===== src/rtl/gray_binary_seq_if.sv =====
// Purpose : valid/ready bundle for the sequential Gray-to-binary decoder.
// Signals : gray_valid/gray_ready/gray     - Gray word from the source
//           binary_valid/binary_ready/binary - decoded word to the consumer
// Modports: slave  - decoder side
//           master - source/consumer side
interface gray_binary_seq_if #(
    parameter int unsigned WIDTH = 4
);
    logic             gray_valid;
    logic             gray_ready;
    logic [WIDTH-1:0] gray;
    logic             binary_valid;
    logic             binary_ready;
    logic [WIDTH-1:0] binary;

    modport slave (
        input  gray_valid, gray, binary_ready,
        output gray_ready, binary_valid, binary
    );

    modport master (
        output gray_valid, gray, binary_ready,
        input  gray_ready, binary_valid, binary
    );
endinterface


===== src/rtl/gray_binary_seq.sv =====
// Purpose : sequential Gray-to-binary decoder, one bit per clock, MSB first.
//           A word is accepted in IDLE (or in HOLD on the output transfer
//           edge), resolved over WIDTH CONV cycles, then held in HOLD until
//           the consumer takes it.
// Ports   : clk, rst_n   - clock, asynchronous active-low reset
//           bus (slave)  - gray in / binary out valid-ready handshakes
//           busy         - high whenever the FSM is not in IDLE
//           adj_err      - sticky Gray-adjacency error
// Options : `define GRAY_ADJ_CHECK_EN builds the adjacency checker; when
//           undefined adj_err is tied low.
module gray_binary_seq #(
    parameter int unsigned WIDTH = 4
) (
    input  logic               clk,
    input  logic               rst_n,
    gray_binary_seq_if.slave   bus,
    output logic               busy,
    output logic               adj_err
);

    localparam int unsigned IDX_W = (WIDTH > 1) ? $clog2(WIDTH) : 1;

    typedef enum logic [1:0] {
        IDLE = 2'd0,
        CONV = 2'd1,
        HOLD = 2'd2
    } state_e;

    state_e             state_q, state_d;
    logic [WIDTH-1:0]   g_q, g_d;
    logic [WIDTH-1:0]   bin_q, bin_d;
    logic [IDX_W-1:0]   idx_q, idx_d;
    logic               valid_q;
    logic               busy_q;
    logic               gray_ready_c;
    logic               accept_c;
    logic [WIDTH-1:0]   shr_c;

    // Already-resolved neighbour bit: bin_q is cleared on capture, so the MSB sees 0.
    assign shr_c = bin_q >> 1;

    // Next-state and datapath update
    always_comb begin
        state_d      = state_q;
        g_d          = g_q;
        bin_d        = bin_q;
        idx_d        = idx_q;
        gray_ready_c = 1'b0;
        accept_c     = 1'b0;

        unique case (state_q)
            IDLE: begin
                gray_ready_c = 1'b1;
            end
            CONV: begin
                for (int unsigned i = 0; i < WIDTH; i++) begin
                    if (idx_q == IDX_W'(i)) begin
                        bin_d[i] = shr_c[i] ^ g_q[i];
                    end
                end
                if (idx_q == '0) begin
                    state_d = HOLD;
                end else begin
                    idx_d = idx_q - IDX_W'(1);
                end
            end
            HOLD: begin
                gray_ready_c = bus.binary_ready;
                if (bus.binary_ready) begin
                    state_d = IDLE;
                end
            end
            default: begin
                state_d = IDLE;
            end
        endcase

        // Capture overrides the IDLE/HOLD decisions above
        if (gray_ready_c && bus.gray_valid) begin
            accept_c = 1'b1;
            g_d      = bus.gray;
            bin_d    = '0;
            idx_d    = IDX_W'(WIDTH - 1);
            state_d  = CONV;
        end
    end

    // State and datapath registers
    always_ff @(posedge clk or negedge rst_n) begin
        if (!rst_n) begin
            state_q <= IDLE;
            g_q     <= '0;
            bin_q   <= '0;
            idx_q   <= '0;
            valid_q <= 1'b0;
            busy_q  <= 1'b0;
        end else begin
            state_q <= state_d;
            g_q     <= g_d;
            bin_q   <= bin_d;
            idx_q   <= idx_d;
            valid_q <= (state_d == HOLD);
            busy_q  <= (state_d != IDLE);
        end
    end

    assign bus.gray_ready   = gray_ready_c;
    assign bus.binary_valid = valid_q;
    assign bus.binary       = bin_q;
    assign busy             = busy_q;

`ifdef GRAY_ADJ_CHECK_EN
    logic [WIDTH-1:0] prev_gray_q;
    logic             prev_vld_q;
    logic             adj_err_q;

    // Successive accepted codes must differ in exactly one bit; first word is unchecked
    always_ff @(posedge clk or negedge rst_n) begin
        if (!rst_n) begin
            prev_gray_q <= '0;
            prev_vld_q  <= 1'b0;
            adj_err_q   <= 1'b0;
        end else if (accept_c) begin
            prev_gray_q <= bus.gray;
            prev_vld_q  <= 1'b1;
            if (prev_vld_q && ($countones(bus.gray ^ prev_gray_q) != 1)) begin
                adj_err_q <= 1'b1;
            end
        end
    end

    assign adj_err = adj_err_q;
`else
    assign adj_err = 1'b0;
`endif

endmodule


===== src/flat_wrapper.sv =====
// flat-port wrapper written by rule: the top's interface ports become plain ports
module gray_binary_seq_flat 
#(
    parameter int unsigned WIDTH = 4
)
  (clk, rst_n, busy, adj_err, bus_gray_valid, bus_gray, bus_binary_ready, bus_gray_ready, bus_binary_valid, bus_binary);
  gray_binary_seq_if #(.WIDTH(WIDTH)) bus_i ();
  input  logic clk;
  input  logic rst_n;
  output logic busy;
  output logic adj_err;
  input wire logic [$bits(bus_i.gray_valid)-1:0] bus_gray_valid;
  input wire logic [$bits(bus_i.gray)-1:0] bus_gray;
  input wire logic [$bits(bus_i.binary_ready)-1:0] bus_binary_ready;
  output wire logic [$bits(bus_i.gray_ready)-1:0] bus_gray_ready;
  output wire logic [$bits(bus_i.binary_valid)-1:0] bus_binary_valid;
  output wire logic [$bits(bus_i.binary)-1:0] bus_binary;
  assign bus_i.gray_valid = bus_gray_valid;
  assign bus_i.gray = bus_gray;
  assign bus_i.binary_ready = bus_binary_ready;
  assign bus_gray_ready = bus_i.gray_ready;
  assign bus_binary_valid = bus_i.binary_valid;
  assign bus_binary = bus_i.binary;
  gray_binary_seq #(.WIDTH(WIDTH)) u_core (.clk(clk), .rst_n(rst_n), .bus(bus_i), .busy(busy), .adj_err(adj_err));
endmodule

===== config.mk =====
export PLATFORM = sky130hd
export DESIGN_NAME = gray_binary_seq_flat
export DESIGN_NICKNAME = d
export VERILOG_FILES = /design/src/rtl/gray_binary_seq_if.sv /design/src/rtl/gray_binary_seq.sv /design/src/flat_wrapper.sv
export SDC_FILE = /design/constraint.sdc
export NUM_CORES = 1
export LEC_CHECK = 0
export ABC_AREA = 1
export CORE_AREA = 2 2 41 43
export DETAILED_ROUTE_END_ITERATION = 10
export DIE_AREA = 0 0 43 45
export PLACE_DENSITY = 0.79
export SLEW_MARGIN = 20
export SYNTH_ARGS = -nofsm -noshare
export SYNTH_HDL_FRONTEND = slang
export SYNTH_SLANG_ARGS = --single-unit

===== constraint.sdc =====
create_clock -name clk -period 1.56 [get_ports clk]
set_input_delay 0.312 -clock clk [delete_from_list [all_inputs] [get_ports clk]]
set_output_delay 0.312 -clock clk [all_outputs]
set_load 0.02 [all_outputs]

======== Word level (Yosys, flattened, before mapping) ========
Index checks and enable logic that the tools add are counted.
Widths: inputs -> output; s select.
word-level totals
  register bits ........................... 14
  input bits .............................. 8
  output and inout bits ................... 8
  logic and storage cells ................. 48
cells by class
  $add $sub $neg .......................... 1
  equal/unequal tests ..................... 7
  mux-type cells .......................... 14
  bitwise logic cells ..................... 3
  reduce and logical (&&, ||, !) cells .... 14
operators with widths
  kind                 count
  $mux 2               6
  $reduce_bool 2->1    6
  $reduce_and 2->1     5
  $eq 2x2->1 const B   4
  $mux 4               2
  $pmux 2 s3           1
  $eq 2x1->1 const B   2
  $logic_not 2->1      2
  $mux 1               4
  $xor 1x1->1          3
  $ne 2x2->1 const B   1
  $pmux 1 s2           1
  $sub 2x1->2 const B  1
  $logic_and 1x1->1    1

======== Longest topological paths before layout ========
  depth after elaboration ................. 5
  gate-level depth with buffers ........... 7
  depth with buffers taken out ............ 7

======== Worst setup path before layout ========
OpenSTA, ideal clock, no wires.
  path type ............................... register -> register
  start ................................... register u_core.idx_q[0]
  end ..................................... register u_core.idx_q[0]
  setup time .............................. 0.124 ns
  arrival ................................. 0.934 ns
  setup slack ............................. 0.502 ns
  stages on the path, launching flop included .. 8
  path buffers ............................ 0
  period minus slack after synthesis ...... 1.058 ns
  cell sequence ........................... dfrtp_1 inv_1 ha_1 inv_1 nand2_1 inv_1 nand2_1 nand3_1
on the way
  cells in the longest elaborated chain, start to end .. 4
  elaborated cells on any way between the ends .. 7
  classes of those cells .................. add/sub: 1; eq/ne: 1; mux: 3; reduce/logical: 2
ends and longest elaborated chain
  what                      line                    text
  start: declaration        gray_binary_seq.sv:32   logic [IDX_W-1:0] idx_q, idx_d;
  start signal: assignment  gray_binary_seq.sv:101  idx_q <= idx_d;
  $sub 2x1->2               gray_binary_seq.sv:64   idx_d = idx_q - IDX_W'(1);
  $mux 2                    gray_binary_seq.sv:61   if (idx_q == '0) begin
  $mux 2                    gray_binary_seq.sv:51   unique case (state_q)
  $mux 2                    gray_binary_seq.sv:79   if (gray_ready_c && bus.gray_valid) begin
Several ways; a longest one is shown, not always the timed one. The select of a mux whose other input is x is not followed.
A chain may end at the register's enable or synchronous reset.

======== Worst setup path in the final report ========
  start ................................... register u_core.valid_q, in the netlist u_core.bus.binary_valid
  end ..................................... output port bus_binary_valid
RTL lines
  what                      line                    text
  start: declaration        gray_binary_seq.sv:33   logic valid_q;
  start signal: assignment  gray_binary_seq.sv:102  valid_q <= (state_d == HOLD);
  end: declaration          flat_wrapper.sv:16      output wire logic [$bits(bus_i.binary_valid)-1:0] bus_binary_valid;
No word-level cell between the ends.

==> flow_summary.yaml <==
outcome:
  status: "finished clean"
synth:
  yosysWarnings: 0
  synth_top_area_cell: "dfrtp_1"
  synth_top_area_share: 0.478
  ys_top_cells_by_area: "dfrtp_1, nand2_1, inv_1"
  synth_most_common_cell: "nand2_1"
  synth_flop_cell: "dfrtp_1"
  syn_nets: 110
  syn_inst: 98
  async_reset_ff_frac: 1.00
  syn_area_um2: 733
  yosys_register_bits: 14
  synth_edf_count: 0
  syn_avg_cell_area_um2: 7.48
  ys_seq_area_frac: 0.478
  yosys-top-cells-count: "nand2_1, inv_1, dfrtp_1"
  synthDistinctLibCells: 14
worst_setup_path:
  worst_setup_path_end_kind: "output pin"
  cp_cell_sequence: "clkdlybuf4s50_1"
  crit_path_top_delay_cell: "clkdlybuf4s50_1"
  cp_data_required_time_ns: 1.25
  startpoint: "u_core.bus.binary_valid"
  crit_fanout: 1
  path_delay_family: "buffers and inverters"
  arrival_ns: 1.19
  path_class: "flip-flop to output pin"
  start_kind: "flip-flop"
  path_buf_inv: 1
  timing.rr.start: "u_core.idx_q[0]"
  slowest_delay_ns: 0.60
final_layout:
  multiInputGateArea_um2: 289
  fill_cells: 141
  drive_gt1_frac: 0.109
  final_cells: 135
  areaGrowthSynthToFinish_pct: 27.6
  final-seq-area_um2: 350
  antenna_cells: 0
  nets: 133
timing:
  skew_ns: 0.00484
  finalCriticalPeriod_ns: 1.50
  final_hold_viol_count: 0
  fin_crit_sh: 0.961
  holdWs_ns: 0.348
  finalMaxSlewViolations: 0
  setup_viol: 0
  rsz0062_at_grt: "false"
  fmaxAchievable_ghz: 0.667
placement:
  place.gp.congestion: 0.860
  place_inst: 132
  io_buffers: 14
  place_hpwl_mm: 1.02
run:
  cap_viol_max_count: 0
detailed_routing:
  viasPerCell: 4.70
  drt_wl_total_mm: 1.34
  drt_iter0_markers: 3
  vias: 635
  wl_per_cell_um: 9.91
  detail-route-antenna-nets: 0
  drc: 0
  drt_pass1_iterations: 4
clock_network:
  cts_buffers: 3
  clk_path_buf_depth: 2
  htreeDepth: 1
  postCtsSetupBuffers: 0
  cts_tree: "done"
  clk_pin_slew_ns: 0.08
  clock-sinks: 14
  postCtsHoldBufs: 0
  root_buffer: "clkbuf_4"
  insertion_delay_ns: 0.27
die:
  fp.dieW_um: 43
  start_util: 0.498
  fp.coreArea_mm2: 0.00147
  num_rows: 14
  die_y_um: 45
  die-area_mm2: 0.00194
  ios: 16
global_route:
  grt_pass1_wl_mm: 2.18
  grt_overflow: 0
  antenna_found_initial: 0
  grt_pass1_vias: 567
  grt_max_degree: 15
  grt_use_total: 0.154
power_and_ir_drop:
  fin_total_pwr_mw: 1.77
  vdd_ir_drop_max_mv: 0.864
  pwr_density_cell_mw_per_mm2: 1900
  p_leak_nw: 0.561
hold_path:
  min_path_type: "primary input to async pin"
metal layers:
metal | part of all wire | track usage
met2 | 0.49 | 0.273
met5 | 0 | 0
met3 | 0.075 | 0.0240
met4 | 0.0037 | 0.0909
met1 | 0.43 | 0.177
layout by cell type (no fill, tap or decap), drive strengths merged:
cell type	count
conb	1
nand3	7
o21ai	2
ha	4
nand2	40
inv	20
buf	7
a21oi	2
clkbuf	3
clkdlybuf4s50	9
dfrtp	14
dlygate4sd2	3
nor2	6
dlymetal6s2s	1
cell type report:
cell class	count	share of cell area
multi-input cells	62	0.309
flip-flops and latches	14	0.374
repair buffers	20	0.191
well taps	16	0.0214
inverters	20	0.0802
clock buffers	3	0.0241
sequential cells by signal, summed over array words and instances (netlist names):
name / count
u_core.bus.binary: 4
u_core.g_q: 4
u_core.idx_q: 2
u_core.state_q: 2
u_core.bus.binary_valid: 1
u_core.busy: 1
report_power, final:
group / total [mW] / switching [mW] / internal (mW)
clock network: 0.195 / 0.106 / 0.0892
registers: 0.650 / 0.118 / 0.532
logic: 0.929 / 0.552 / 0.377
total: 1.77 / 0.776 / 0.998
final timing paths:
| path | to | slack, ns | cells after the start |
|---|---|---|---|
| setup / recovery | bus_binary_valid | 0.06 | 1 |
| hold / removal | u_core.bus.binary[0] | 0.35 | 2 |
| setup reg to reg | u_core.idx_q[1] | 0.36 | 7 |
| hold reg to reg | u_core.g_q[3] | 0.49 | 2 |
| max in group asynchronous | u_core.idx_q[1] | 1.04 | 2 |
| min in group clk | u_core.g_q[3] | 0.49 | 2 |
metrics by stage:
| step | worst slack [ns] | TNS, ns | util | cell area, um^2 |
|---|---|---|---|---|
| 6_report | 0.0613 | 0 | 0.636 | 936 |
| 5_1_grt | 0.00455 | 0 | 0.636 | 936 |
| 4_1_cts | 0.0209 | 0 | 0.634 | 933 |
| 3_5_place_dp | -0.350 | -0.350 | 0.625 | 920 |
| 3_3_place_gp | -0.297 | -0.297 | 0.625 | 920 |
| 2_1_floorplan | 0.502 | 0 | - | 733 |
cells by family (layout without fill, tap and decap cells):
group	Yosys count	after routing	share of synthesized area
AND/OR/NAND/NOR	53	53	0.294
buffers and inverters	22	43	0.128
flip-flops	14	14	0.478
adder cells (fa/ha/maj)	4	4	0.0683
AO/OA/AOI/OAI	4	4	0.0273
other	1	1	0.00511
timing repair:
item,4_1_cts,5_1_grt
endpoints found under the setup margin,4,1
pin swaps,0,0
gates resized for setup,7,1
Power figures use the tool's default switching activity.
